==> src/rtl/fifo_wr_arbiter_if.sv <==
// fifo_wr_arbiter_if: requester beats and FIFO write port for the shared write-port arbiter
interface fifo_wr_arbiter_if #(
  parameter int DataWidth = 32,
  parameter int NumReq = 4
);
  localparam int IdWidth = $clog2(NumReq);
  logic [NumReq-1:0] req_valid;
  logic [NumReq-1:0] req_last;
  logic [NumReq*DataWidth-1:0] req_data;
  logic [NumReq-1:0] req_ready;
  logic wfull;
  logic winc;
  logic [IdWidth+DataWidth-1:0] wdata;
  logic [IdWidth-1:0] grant_id;
  logic busy;
  modport master(
    output req_valid, req_last, req_data, wfull,
    input req_ready, winc, wdata, grant_id, busy
  );
  modport slave(
    input req_valid, req_last, req_data, wfull,
    output req_ready, winc, wdata, grant_id, busy
  );
endinterface

==> src/rtl/fifo_wr_arbiter.sv <==
// fifo_wr_arbiter: round-robin, burst-locked sharing of one async-FIFO write port, beats tagged with source ID
module fifo_wr_arbiter #(
  parameter int DataWidth = 32,
  parameter int NumReq = 4,
  parameter int MaxBurst = 8
)(
  input logic wclk,
  input logic wrst_n,
  fifo_wr_arbiter_if.slave bus
);
  localparam int IdWidth = $clog2(NumReq);
  localparam int CntWidth = MaxBurst > 1 ? $clog2(MaxBurst) : 1;
  typedef enum logic {IDLE, GRANT} state_t;
  state_t r_state;
  logic [IdWidth-1:0] r_gnt, r_rr;
  logic [CntWidth-1:0] r_cnt;
  logic w_busy, w_acc, w_end, w_found;
  logic [IdWidth-1:0] w_nxt, w_base, w_win;
  logic [NumReq-1:0] w_pend;
  logic [2*NumReq-1:0] w_dbl;
  assign w_busy = r_state == GRANT;
  assign w_acc = w_busy & bus.req_valid[r_gnt] & ~bus.wfull;
  assign w_end = w_acc & (bus.req_last[r_gnt] | (r_cnt == CntWidth'(MaxBurst - 1)));
  assign w_nxt = (r_gnt == IdWidth'(NumReq - 1)) ? '0 : r_gnt + 1'b1;
  assign w_base = w_busy ? w_nxt : r_rr;
  // a requester that just sent its last beat is not considered still pending
  assign w_pend = (w_busy & bus.req_last[r_gnt]) ? bus.req_valid & ~(NumReq'(1) << r_gnt) : bus.req_valid;
  assign w_dbl = {w_pend, w_pend} >> w_base;
  always_comb begin
    w_found = 1'b0;
    w_win = w_base;
    for (int k = NumReq - 1; k >= 0; k--)
      if (w_dbl[k]) begin
        w_found = 1'b1;
        w_win = IdWidth'(int'(w_base) + k - ((int'(w_base) + k >= NumReq) ? NumReq : 0));
      end
  end
  always_ff @(posedge wclk or negedge wrst_n)
    if (!wrst_n) begin
      r_state <= IDLE;
      r_gnt <= '0;
      r_rr <= '0;
      r_cnt <= '0;
    end else if (!w_busy) begin
      if (w_found) begin
        r_state <= GRANT;
        r_gnt <= w_win;
      end
    end else if (w_end) begin
      r_cnt <= '0;
      r_rr <= w_nxt;
      if (w_found) r_gnt <= w_win;
      else r_state <= IDLE;
    end else if (w_acc) r_cnt <= r_cnt + 1'b1;
  assign bus.winc = w_acc;
  assign bus.req_ready = w_acc ? NumReq'(1) << r_gnt : '0;
  assign bus.wdata = {r_gnt, bus.req_data[r_gnt*DataWidth +: DataWidth]};
  assign bus.grant_id = r_gnt;
  assign bus.busy = w_busy;
endmodule

==> src/flat_wrapper.sv <==
// flat-port wrapper written by rule: the top's interface ports become plain ports
module fifo_wr_arbiter_flat 
#(
  parameter int DataWidth = 32,
  parameter int NumReq = 4,
  parameter int MaxBurst = 8
)
  (wclk, wrst_n, bus_req_valid, bus_req_last, bus_req_data, bus_wfull, bus_req_ready, bus_winc, bus_wdata, bus_grant_id, bus_busy);
  fifo_wr_arbiter_if #(.DataWidth(DataWidth), .NumReq(NumReq)) bus_i ();
  input logic wclk;
  input logic wrst_n;
  input wire logic [$bits(bus_i.req_valid)-1:0] bus_req_valid;
  input wire logic [$bits(bus_i.req_last)-1:0] bus_req_last;
  input wire logic [$bits(bus_i.req_data)-1:0] bus_req_data;
  input wire logic [$bits(bus_i.wfull)-1:0] bus_wfull;
  output wire logic [$bits(bus_i.req_ready)-1:0] bus_req_ready;
  output wire logic [$bits(bus_i.winc)-1:0] bus_winc;
  output wire logic [$bits(bus_i.wdata)-1:0] bus_wdata;
  output wire logic [$bits(bus_i.grant_id)-1:0] bus_grant_id;
  output wire logic [$bits(bus_i.busy)-1:0] bus_busy;
  assign bus_i.req_valid = bus_req_valid;
  assign bus_i.req_last = bus_req_last;
  assign bus_i.req_data = bus_req_data;
  assign bus_i.wfull = bus_wfull;
  assign bus_req_ready = bus_i.req_ready;
  assign bus_winc = bus_i.winc;
  assign bus_wdata = bus_i.wdata;
  assign bus_grant_id = bus_i.grant_id;
  assign bus_busy = bus_i.busy;
  fifo_wr_arbiter #(.DataWidth(DataWidth), .NumReq(NumReq), .MaxBurst(MaxBurst)) u_core (.wclk(wclk), .wrst_n(wrst_n), .bus(bus_i));
endmodule
==> config.mk <==
export PLATFORM = sky130hd
export DESIGN_NAME = fifo_wr_arbiter_flat
export DESIGN_NICKNAME = d
export VERILOG_FILES = /design/src/rtl/fifo_wr_arbiter_if.sv /design/src/rtl/fifo_wr_arbiter.sv /design/src/flat_wrapper.sv
export SDC_FILE = /design/constraint.sdc
export NUM_CORES = 1
export LEC_CHECK = 0
export ABC_AREA = 1
export BUFFER_PORTS_ARGS = -buffer_cell sky130_fd_sc_hd__buf_2
export CAP_MARGIN = 20
export CORE_MARGIN = 2
export CORE_UTILIZATION = 36
export DETAILED_ROUTE_END_ITERATION = 6
export PLACE_DENSITY = 0.93
export SLEW_MARGIN = 5
export SYNTH_ARGS = -nofsm -noshare
export SYNTH_HDL_FRONTEND = slang
export SYNTH_SLANG_ARGS = --single-unit
==> constraint.sdc <==
create_clock -name wclk -period 3 [get_ports wclk]
set_input_delay 0.3 -clock wclk [delete_from_list [all_inputs] [get_ports wclk]]
set_output_delay 0.3 -clock wclk [all_outputs]
set_load 0.05 [all_outputs]
# Word level (Yosys, flattened, before mapping)
# Index checks and enable logic that the tools add are counted.
[classes]
addsub = 9
order_cmp = 1
eq_ne = 3
shift = 3
muxes = 24
n_bitwise = 8
reduce_logical = 3
[ops]
columns = ["op", "n"]
rows = [
  ["$shiftx A128 B8 Y32", 1],
  ["$mux W2", 9],
  ["$mux W1", 9],
  ["$mux W4", 2],
  ["$shr A8 B2 Y4", 1],
  ["$sub A2 B2 Y2 const B", 4],
  ["$mux W3", 2],
  ["$add A2 B1 Y2 const B", 2],
  ["$add A2 B2 Y2 const B", 2],
  ["$and A1 B1 Y1", 4],
  ["$and A4 B4 Y4", 1],
  ["$bmux W1 S2", 2],
  ["$not A4 Y4", 1],
  ["$reduce_and A2 Y1", 2],
  ["$shl A1 B2 Y4 const A", 1],
  ["$add A3 B1 Y3 const B", 1],
  ["$eq A3 B3 Y1 const B", 1],
  ["$lt A2 B3 Y1 const B", 1],
  ["$eq A2 B2 Y1 const B", 1],
  ["$ne A2 B2 Y1 const B", 1],
  ["$reduce_bool A2 Y1", 1],
  ["$not A1 Y1", 1],
  ["$or A1 B1 Y1", 1],
]
[word_totals]
ff_bits = 8
inputBits = 139
output_inout_bits = 42
word_cells = 55

# Logic depth before layout (Yosys ltp)
# Gate-level depths: netlist (run 1).
[logic_depth]
ltp_word = 12
ltp_mapped = 18
depth_no_buf = 16

# Worst setup path after synthesis (run 1)
# Ideal clock, no wire load.
[synth_path]
kind = "reg2out"
from = "register u_core.r_gnt[0], in the netlist u_core.bus.grant_id[0]"
to = "output port bus_req_ready[0]"
arrival_time_ns = 2.494
t_required_ns = 2.700
path_slack_ns = 0.206
path_stages_with_launch = 8
n_path_buf = 1
path_cell_list = "dfrtp_1 buf_6 a21oi_1 o21ai_1 nand3b_1 a31oi_4 inv_1 nor2_1"
[synth_via]
elab_chain_cells = 5
elab_cells_between_ends = 6
classes_between = "1 x shift; 3 x mux; 2 x bitwise"
[synth_rtl]
columns = ["item", "line_no", "rtl"]
rows = [
  ["from (decl)", "fifo_wr_arbiter.sv:15", "logic [IdWidth-1:0] r_gnt, r_rr;"],
  ["from (signal assigned)", "fifo_wr_arbiter.sv:47", "r_gnt <= w_win;"],
  ["from (signal assigned)", "fifo_wr_arbiter.sv:52", "if (w_found) r_gnt <= w_win;"],
  ["$bmux W1 S2", "fifo_wr_arbiter.sv:22", "assign w_acc = w_busy & bus.req_valid[r_gnt] & ~bus.wfull;"],
  ["$mux W1 (implied by the code)", "fifo_wr_arbiter.sv:22", ""],
  ["$and A1 B1 Y1 (2 in series)", "fifo_wr_arbiter.sv:22", ""],
  ["named net bus_winc", "flat_wrapper.sv:17", "output wire logic [$bits(bus_i.winc)-1:0] bus_winc;"],
  ["$mux W4", "fifo_wr_arbiter.sv:56", "assign bus.req_ready = w_acc ? NumReq'(1) << r_gnt : '0;"],
  ["to (decl)", "flat_wrapper.sv:16", "output wire logic [$bits(bus_i.req_ready)-1:0] bus_req_ready;"],
]
# The timed path passes the listed nets, and every way through them passes these cells. The select of a mux whose other input is x is not followed.

# Worst setup path after layout (run 1)
[layout_path]
from = "register u_core.r_gnt[0], in the netlist u_core.bus.grant_id[0]"
to = "output port bus_req_ready[2]"
[layout_via]
elab_chain_cells = 5
elab_cells_between_ends = 6
classes_between = "1 x shift; 3 x mux; 2 x bitwise"
[layout_rtl]
columns = ["item", "line_no"]
rows = [
  ["$bmux W1 S2", "fifo_wr_arbiter.sv:22"],
  ["$mux W1 (implied by the code)", "fifo_wr_arbiter.sv:22"],
  ["$and A1 B1 Y1 (2 in series)", "fifo_wr_arbiter.sv:22"],
  ["$mux W4 (*)", "fifo_wr_arbiter.sv:56"],
]
# Every way passes the cells marked *; elsewhere a longest branch is shown, timed or not. The select of a mux whose other input is x is not followed.

==> flow_metrics.env, run 1 <==
export IMPL_die_y_um=73.8
export IMPL_gpl_final_weighted_congestion=0.843
export IMPL_ir_worst_vdd_mv=0.690
export IMPL_grt_antenna_before_repair=0
export IMPL_inserted_clock_buffers=3
export IMPL_num_rows=25
export IMPL_global_route_usage_met2_pct=46.1
export IMPL_avgSynthCellArea_sq_um=5.68
export IMPL_drive_gt1_share_pct=45.4
export IMPL_initial_utilization_pct=37.2
export IMPL_grt_met3_usage_pct=2.74
export IMPL_yosysTopAreaCellShare_pct=18.5
export IMPL_postSynthCellCount=309
export IMPL_floorplan_die_width_um=73.8
export IMPL_post_synth_num_cell_types=29
export IMPL_ys_ff_latch=8
export IMPL_grt_pass1_vias=2519
export IMPL_post_place_ws_ns=0.870
export IMPL_clock_sinks=8
export IMPL_synth_compound_gate_area_share_pct=35.1
export IMPL_postSynthNetCount=454
export IMPL_worstPathCellList="buf_4 > nand2_1 > a31oi_4 > inv_1 > nor2_1 > buf_2"
export IMPL_layout_common_cells="sky130_fd_sc_hd__buf_2 (180), sky130_fd_sc_hd__nor2_1 (75), sky130_fd_sc_hd__o21ai_0 (65)"
export IMPL_kind_of_start_point_of_the_critical_path="flop"
export IMPL_synth_top_family_by_area="simple AND/OR/NAND/NOR gates"
export IMPL_sw_frac_of_total_pct=69.7
export IMPL_wl_per_cell_um=12.4
export IMPL_required_ns=2.70
export IMPL_netlist_area_sq_um=1760
export IMPL_worstHoldPathType="in -> async"
export IMPL_design_die_area_sq_um=5450
export IMPL_mostFrequentLayoutCell="sky130_fd_sc_hd__buf_2"
export IMPL_crit_path_max_fanout=37
export IMPL_area_growth_syn_to_layout_pct=54.3
export IMPL_postCtsSetupRepairBufs=0
export IMPL_critPathBufInv=3
export IMPL_cts_tree="built"
export IMPL_drt_drc_violations_left=0
export IMPL_ctsLongestPathBuffers=2
export IMPL_drt_pass1_iterations=6
export IMPL_tightestPinTransition_ns=0.523
export IMPL_worst_slack_ns=0.662
export IMPL_switching_power_mw=2.48
export IMPL_combinational_fraction_of_design_power_pct=90.5
export IMPL_fillerInstances=456
export IMPL_portBuffers=180
export IMPL_worst_setup_path_end_kind="primary output"
export IMPL_final_design_area_no_fill_sq_um=2710
export IMPL_clockPowerShare_pct=3.8
export IMPL_max_clock_freq_mhz=428
export IMPL_pin_count=181
export IMPL_largest_net_degree_at_the_start_of_global_routing=41
export IMPL_drt_total_wl_um=6680
export IMPL_num_antenna_cells=0
export IMPL_result_of_the_run="completed"
export IMPL_clkLatencyLatePin_ns=0.23
export IMPL_busiest_metal_layer_after_global_routing="met2"
export IMPL_timing_critical_path_max_delay_family="buffers and inverters"
export IMPL_period_needed_ns=2.34
export IMPL_timing_clock_skew_ns=0.00309
export IMPL_inst_count_dp=536
export IMPL_timing_max_transition_violations_final=0
export IMPL_report_power_total_mw=3.56
export IMPL_synth_adder_area_share_pct=4.28
export IMPL_slowest_delay_ns=0.47
export IMPL_design_final_nets=620
export IMPL_multiInputGateArea_sq_um=1370
export IMPL_final_antenna_net_count=0
export IMPL_worst_endpoint_data_arrival_time_ns=2.04
export IMPL_power_sequential_fraction_pct=5.8
export IMPL_min_period_over_period_pct=77.9
export IMPL_placed_cell_area_sq_um=2650
export IMPL_cts_repair_resized=0
export IMPL_worst_relative_slew_slack_pct=65.1
export IMPL_final_hold_viol_count=0
export IMPL_path_depth=6
export IMPL_pwr_density_cell_nw_per_um2=1310
export IMPL_leakagePower_nw=1.47
export IMPL_synth_simple_gate_area_share_pct=38.7
export IMPL_setup_repair_after_global_routing_missed_its_margin="no"
export IMPL_internal_power_mw=1.08
export IMPL_htree_levels=1
export IMPL_vias=2789
export IMPL_ys_warnings_count=0
export IMPL_global_route_usage_met1_pct=27.2
export IMPL_vias_per_cell=5.16
export IMPL_area_of_the_core_sq_um=4720
export IMPL_synth_xor_area_share_pct=0
export IMPL_post_layout_nonfiller_instances=541
export IMPL_cts_hold_buffers=1
export IMPL_criticalPathCategory="reg -> out"
export IMPL_synth_top_cell_by_area="sky130_fd_sc_hd__o21ai_0"
export IMPL_yosys_top_cells_area="sky130_fd_sc_hd__o21ai_0 (19%), sky130_fd_sc_hd__nor2_1 (16%), sky130_fd_sc_hd__dfrtp_1 (11%)"
export IMPL_setup_viol=0
export IMPL_seq_area_frac_synth_pct=11.4
export IMPL_drv_cap=0
export IMPL_seqCellArea_sq_um=201
export IMPL_globalRoute_totalOverflow=0
export IMPL_timing_critical_path_slowest_stage_cell="sky130_fd_sc_hd__dfrtp_2"
export IMPL_clkSlewWorstSetupHoldPaths_ns=0.04
export IMPL_grt_first_pass_wirelength_um=10500
export IMPL_grt_total_usage_pct=23.5
export IMPL_drt_iter0_markers=129
export IMPL_post_synth_mux_area_share_pct=0
export IMPL_clockRootBuffer="sky130_fd_sc_hd__clkbuf_8"
export IMPL_place_detailed_hpwl_um=5380
export IMPL_setup_total_negative_slack_ns=0
export IMPL_r2r_worst_path_cells=14
-- layer usage --
layer	vias to the layer above	routed length, um
met4	0	29
met3	4	510
met1	1229	2730
met2	158	3410
li1	1398	-
met5	-	0
-- power groups by stage --
stage	logic, mW	registers (mW)	clock network [mW]
global route	3.49	0.213	0.145
detailed placement	3.20	0.207	0
CTS	3.20	0.206	0.137
finish	3.22	0.206	0.134
floorplan	2.55	0.234	0
global placement	3.13	0.203	0
-- flip-flops by register name, indices dropped and copies added (netlist names) --
register and count:
u_core.bus.grant_id 2, u_core.r_cnt 3, u_core.r_rr 2, u_core.bus.busy 1
-- worst paths after layout --
kind	start	end	slack, ns
setup / recovery	u_core.bus.grant_id[0]$_DFFE_PN0P_	bus_req_ready[2]	0.66
hold / removal	wrst_n	u_core.bus.grant_id[1]$_DFFE_PN0P_	0.44
setup reg to reg	u_core.bus.grant_id[0]$_DFFE_PN0P_	u_core.bus.grant_id[0]$_DFFE_PN0P_	0.83
hold reg to reg	u_core.r_cnt[0]$_DFFE_PN0P_	u_core.r_cnt[0]$_DFFE_PN0P_	0.48
max in group asynchronous	wrst_n	u_core.bus.grant_id[0]$_DFFE_PN0P_	2.38
min in group wclk	u_core.r_cnt[0]$_DFFE_PN0P_	u_core.r_cnt[0]$_DFFE_PN0P_	0.48
-- stage by stage --
| step | hold WS (ns) | util (%) |
|---|---|---|
| detailed placement | 0.153 | 56.2 |
| CTS | 0.445 | 57.4 |
| finish | 0.442 | 57.4 |
| floorplan | 0.00441 | - |
| global placement | 0.142 | 56.2 |
| global route | 0.470 | 57.4 |
-- Yosys cell counts, drive strengths merged --
cell and n:
a21oi 7, buf 6, clkbuf 19, nand3 15, inv 15, nor2 78
o21ai 69, nor3 1, nand2 46, a31oi 1, nand3b 1, dfrtp 8
ha 6, o22ai 32, nand4 5
-- worst register-to-register path, cell delays in order (launching register included) --
cell and delay, ns:
sky130_fd_sc_hd__dfrtp_2 0.47, sky130_fd_sc_hd__buf_4 0.35, sky130_fd_sc_hd__nand2_1 0.15, sky130_fd_sc_hd__nand3_4 0.16, sky130_fd_sc_hd__nand3_2 0.10, sky130_fd_sc_hd__nand2_2 0.11
sky130_fd_sc_hd__nand2_2 0.07, sky130_fd_sc_hd__o21ai_1 0.15, sky130_fd_sc_hd__nor2_1 0.07, sky130_fd_sc_hd__nor2_2 0.14, sky130_fd_sc_hd__nand2_1 0.07, sky130_fd_sc_hd__nand2_1 0.06
sky130_fd_sc_hd__nand2_1 0.05, sky130_fd_sc_hd__nand2_1 0.05, sky130_fd_sc_hd__nand2_1 0.05
-- cell type report --
type | count | area share (%)
inverters | 15 | 2.17
clock buffers | 4 | 1.66
multi-input cells | 261 | 50.6
flip-flops and latches | 8 | 7.44
repair buffers | 186 | 35.0
well taps | 67 | 3.09
-- cell families (layout without fill, tap and decap cells) --
logic type	after synthesis	count (layout)
AOI/OAI and AO/OA	109	109
adders and majority gates	6	6
buffers and inverters	40	205
DFF	8	8
and+or+nand+nor	146	146
No activity file was read; power rests on OpenSTA's default activity.
==> inputs of run 2 (changes only) <==
--- a/config.mk
+++ b/config.mk
@@ -5,11 +5,11 @@
 export SDC_FILE = /design/constraint.sdc
 export NUM_CORES = 1
 export LEC_CHECK = 0
-export ABC_AREA = 1
+export ABC_AREA = 0
 export BUFFER_PORTS_ARGS = -buffer_cell sky130_fd_sc_hd__buf_2
 export CAP_MARGIN = 20
 export CORE_MARGIN = 2
-export CORE_UTILIZATION = 36
+export CORE_UTILIZATION = 34
 export DETAILED_ROUTE_END_ITERATION = 6
 export PLACE_DENSITY = 0.93
 export SLEW_MARGIN = 5
==> constraint.sdc (replaced) <==
create_clock -name wclk -period 2.3 [get_ports wclk]
set_input_delay 0.23 -clock wclk [delete_from_list [all_inputs] [get_ports wclk]]
set_output_delay 0.23 -clock wclk [all_outputs]
set_load 0.05 [all_outputs]
==> flow_metrics.env, run 2 <==
export IMPL_area_of_the_core_sq_um=4350
export IMPL_r2r_worst_path_cells=5
export IMPL_initial_utilization_pct=35.4
export IMPL_timing_clock_skew_ns=0.00156
export IMPL_timing_max_transition_violations_final=0
export IMPL_registers_top_by_ff_count="u_core.r_cnt"
export IMPL_clkSlewWorstSetupHoldPaths_ns=0.04
export IMPL_postSynthCellCount=114
export IMPL_post_synth_num_cell_types=35
export IMPL_asyncSetResetFlopFracSynth_pct=100
export IMPL_num_rows=24
export IMPL_inserted_clock_buffers=3
export IMPL_synth_commonest_cells="sky130_fd_sc_hd__mux4_2 (32), sky130_fd_sc_hd__dfrtp_1 (8), sky130_fd_sc_hd__ha_1 (6)"
export IMPL_yosys_top_cells_area="sky130_fd_sc_hd__mux4_2 (47%), sky130_fd_sc_hd__dfrtp_1 (13%), sky130_fd_sc_hd__ha_1 (4.9%)"
export IMPL_tightestPinTransition_ns=0.433
export IMPL_final_hold_viol_count=0
export IMPL_grt_total_usage_pct=23.4
export IMPL_design_die_area_sq_um=5090
export IMPL_drt_iter0_markers=90
export IMPL_ir_worst_vdd_mv=0.866
export IMPL_regToRegEndpoint="u_core.bus.grant_id[0]$_DFFE_PN0P_"
export IMPL_mostFrequentLayoutCell="sky130_fd_sc_hd__buf_2"
export IMPL_seq_area_frac_synth_pct=13.0
export IMPL_vias_per_cell=5.44
export IMPL_largest_reg_flops=3
export IMPL_floorplan_die_width_um=71.4
export IMPL_grt_pass1_vias=1903
export IMPL_required_ns=2.07
export IMPL_num_antenna_cells=0
export IMPL_drt_total_wl_um=6400
export IMPL_yosysTopAreaCellShare_pct=46.7
export IMPL_count_of_flip_flops_with_a_built_in_enable_after_synthesis=0
export IMPL_period_needed_ns=2.16
export IMPL_layout_common_cells="sky130_fd_sc_hd__buf_2 (180), sky130_fd_sc_hd__mux4_2 (32), sky130_fd_sc_hd__ha_1 (6), sky130_fd_sc_hd__dfrtp_1 (6), sky130_fd_sc_hd__mux2_2 (5)"
export IMPL_crit_path_max_fanout=12
export IMPL_ctsLongestPathBuffers=2
export IMPL_leakagePower_nw=1.31
export IMPL_drt_drc_violations_left=0
export IMPL_drive_gt1_share_pct=80.5
export IMPL_worstReg2RegStart="u_core.bus.grant_id[0]$_DFFE_PN0P_"
export IMPL_largest_net_degree_at_the_start_of_global_routing=21
export IMPL_area_growth_syn_to_layout_pct=64.5
export IMPL_fillerInstances=390
export IMPL_setup_viol=0
export IMPL_worst_endpoint_data_arrival_time_ns=1.93
export IMPL_drt_pass1_iterations=4
export IMPL_yosys_cell_count_top_type="sky130_fd_sc_hd__mux4_2"
export IMPL_criticalPathCategory="reg -> out"
export IMPL_wl_per_cell_um=18.6
export IMPL_worstHoldPathType="in -> async"
export IMPL_htree_levels=1
export IMPL_result_of_the_run="completed"
export IMPL_pwr_density_cell_nw_per_um2=1460
export IMPL_ys_warnings_count=0
export IMPL_drv_cap=0
export IMPL_clkLatencyLatePin_ns=0.22
export IMPL_report_power_total_mw=3.71
export IMPL_synth_top_cell_by_area="sky130_fd_sc_hd__mux4_2"
export IMPL_setup_repair_after_global_routing_missed_its_margin="no"
export IMPL_kind_of_start_point_of_the_critical_path="flop"
export IMPL_max_clock_freq_mhz=463
export IMPL_die_y_um=71.4
export IMPL_synth_ff_type="sky130_fd_sc_hd__dfrtp_1"
export IMPL_netlist_area_sq_um=1540
export IMPL_ys_ff_latch=8
export IMPL_cts_tree="built"
export IMPL_grt_antenna_before_repair=0
export IMPL_min_period_over_period_pct=93.9
export IMPL_clockRootBuffer="sky130_fd_sc_hd__clkbuf_8"
export IMPL_avgSynthCellArea_sq_um=13.5
export IMPL_setup_total_negative_slack_ns=0
export IMPL_final_antenna_net_count=0
export IMPL_worst_relative_slew_slack_pct=71.1
export IMPL_design_final_nets=438
export IMPL_clock_sinks=8
export IMPL_gpl_final_weighted_congestion=0.938
export IMPL_globalRoute_totalOverflow=0
export IMPL_finish_utilization_pct=58.3
export IMPL_vias=1872
export IMPL_place_detailed_hpwl_um=5600
export IMPL_grt_first_pass_wirelength_um=9360
export IMPL_worst_setup_path_end_kind="primary output"
export IMPL_rrSetupSlack_ns=0.24
export IMPL_postSynthNetCount=259
export IMPL_portBuffers=180
export IMPL_pin_count=181
run 2: changes by cell type in the layout (fill, tap and decap cells not counted), sizes merged, moves of 3 or more:
cell,before,now
o221ai,0,3
mux2,0,5
o22ai,32,0
o21ai,69,2
nand2,46,4
inv,15,4
mux4,0,34
nand3,15,3
nand2b,0,4
and3,0,4
nor2,78,2
nand4,5,0
run 2: report_power, final:
part | switching [mW] | internal (mW)
clock network | 0.0507 | 0.120
registers | 0.0877 | 0.204
logic | 2.14 | 1.11
total | 2.28 | 1.44
run 2: metrics by stage:
stage | instance area, sq um | setup slack [ns] | hold slack (ns) | instances
after floorplan | 1550 | 0.00676 | -0.0656 | 114
after global placement | 2480 | 0.336 | 0.0784 | 339
after detailed placement | 2480 | 0.263 | 0.0808 | 339
after CTS | 2530 | 0.0345 | 0.372 | 344
after global routing | 2540 | 0.0410 | 0.381 | 344
final | 2540 | 0.140 | 0.369 | 344
run 2: worst max-delay path by stage:
stage,from,cells after the start,slack [ns],to
floorplan,u_core.bus.grant_id[0]$_DFFE_PN0P_,8,0.007,u_core.bus.grant_id[0]$_DFFE_PN0P_
global placement,u_core.bus.grant_id[0]$_DFFE_PN0P_,5,0.34,u_core.bus.grant_id[0]$_DFFE_PN0P_
detailed placement,u_core.bus.grant_id[0]$_DFFE_PN0P_,5,0.26,u_core.bus.grant_id[0]$_DFFE_PN0P_
CTS,u_core.bus.grant_id[0]$_DFFE_PN0P_,3,0.03,bus_wdata[0]
global route,u_core.bus.grant_id[0]$_DFFE_PN0P_,4,0.04,bus_winc
finish,u_core.bus.grant_id[0]$_DFFE_PN0P_,3,0.14,bus_req_ready[2]
run 2: critical path: stages (launching register included):
cell	delay, ns
sky130_fd_sc_hd__dfrtp_2	0.53
sky130_fd_sc_hd__mux4_1	0.71
sky130_fd_sc_hd__and3_1	0.25
sky130_fd_sc_hd__buf_2	0.21
run 2: final cells by class:
class / count / area [sq um] / area share [%]
multi-input combinational: 91 / 1260 / 49.9
timing repair buffer: 185 / 945 / 37.2
sequential: 8 / 203 / 7.99
tap: 52 / 65.1 / 2.56
clock buffer: 4 / 45.0 / 1.78
inverter: 4 / 15.0 / 0.592
run 2: logic make-up after synthesis:
group / after synthesis / share of synthesized area (%)
mux: 41 / 55.6
fa+ha+maj: 6 / 4.87
simple gates: 25 / 9.33
compound gates: 19 / 12.2
buf+inv: 15 / 5.03
flops: 8 / 13.0
run 2: routing by layer:
metal / part of all wire [%] / vias up / GRT usage [%]
met5: 0 / - / 0
met4: 1.3 / 0 / 6.50
met3: 6.9 / 8 / 4.22
met2: 56 / 96 / 44.1
met1: 36 / 924 / 26.8
li1: - / 844 / -
run 2: timing repair:
action,CTS,global route
hold buffers,1,0
resized for setup,0,1
hold endpoints to repair,8,0
endpoints found under the setup margin,0,1
setup buffers,0,0
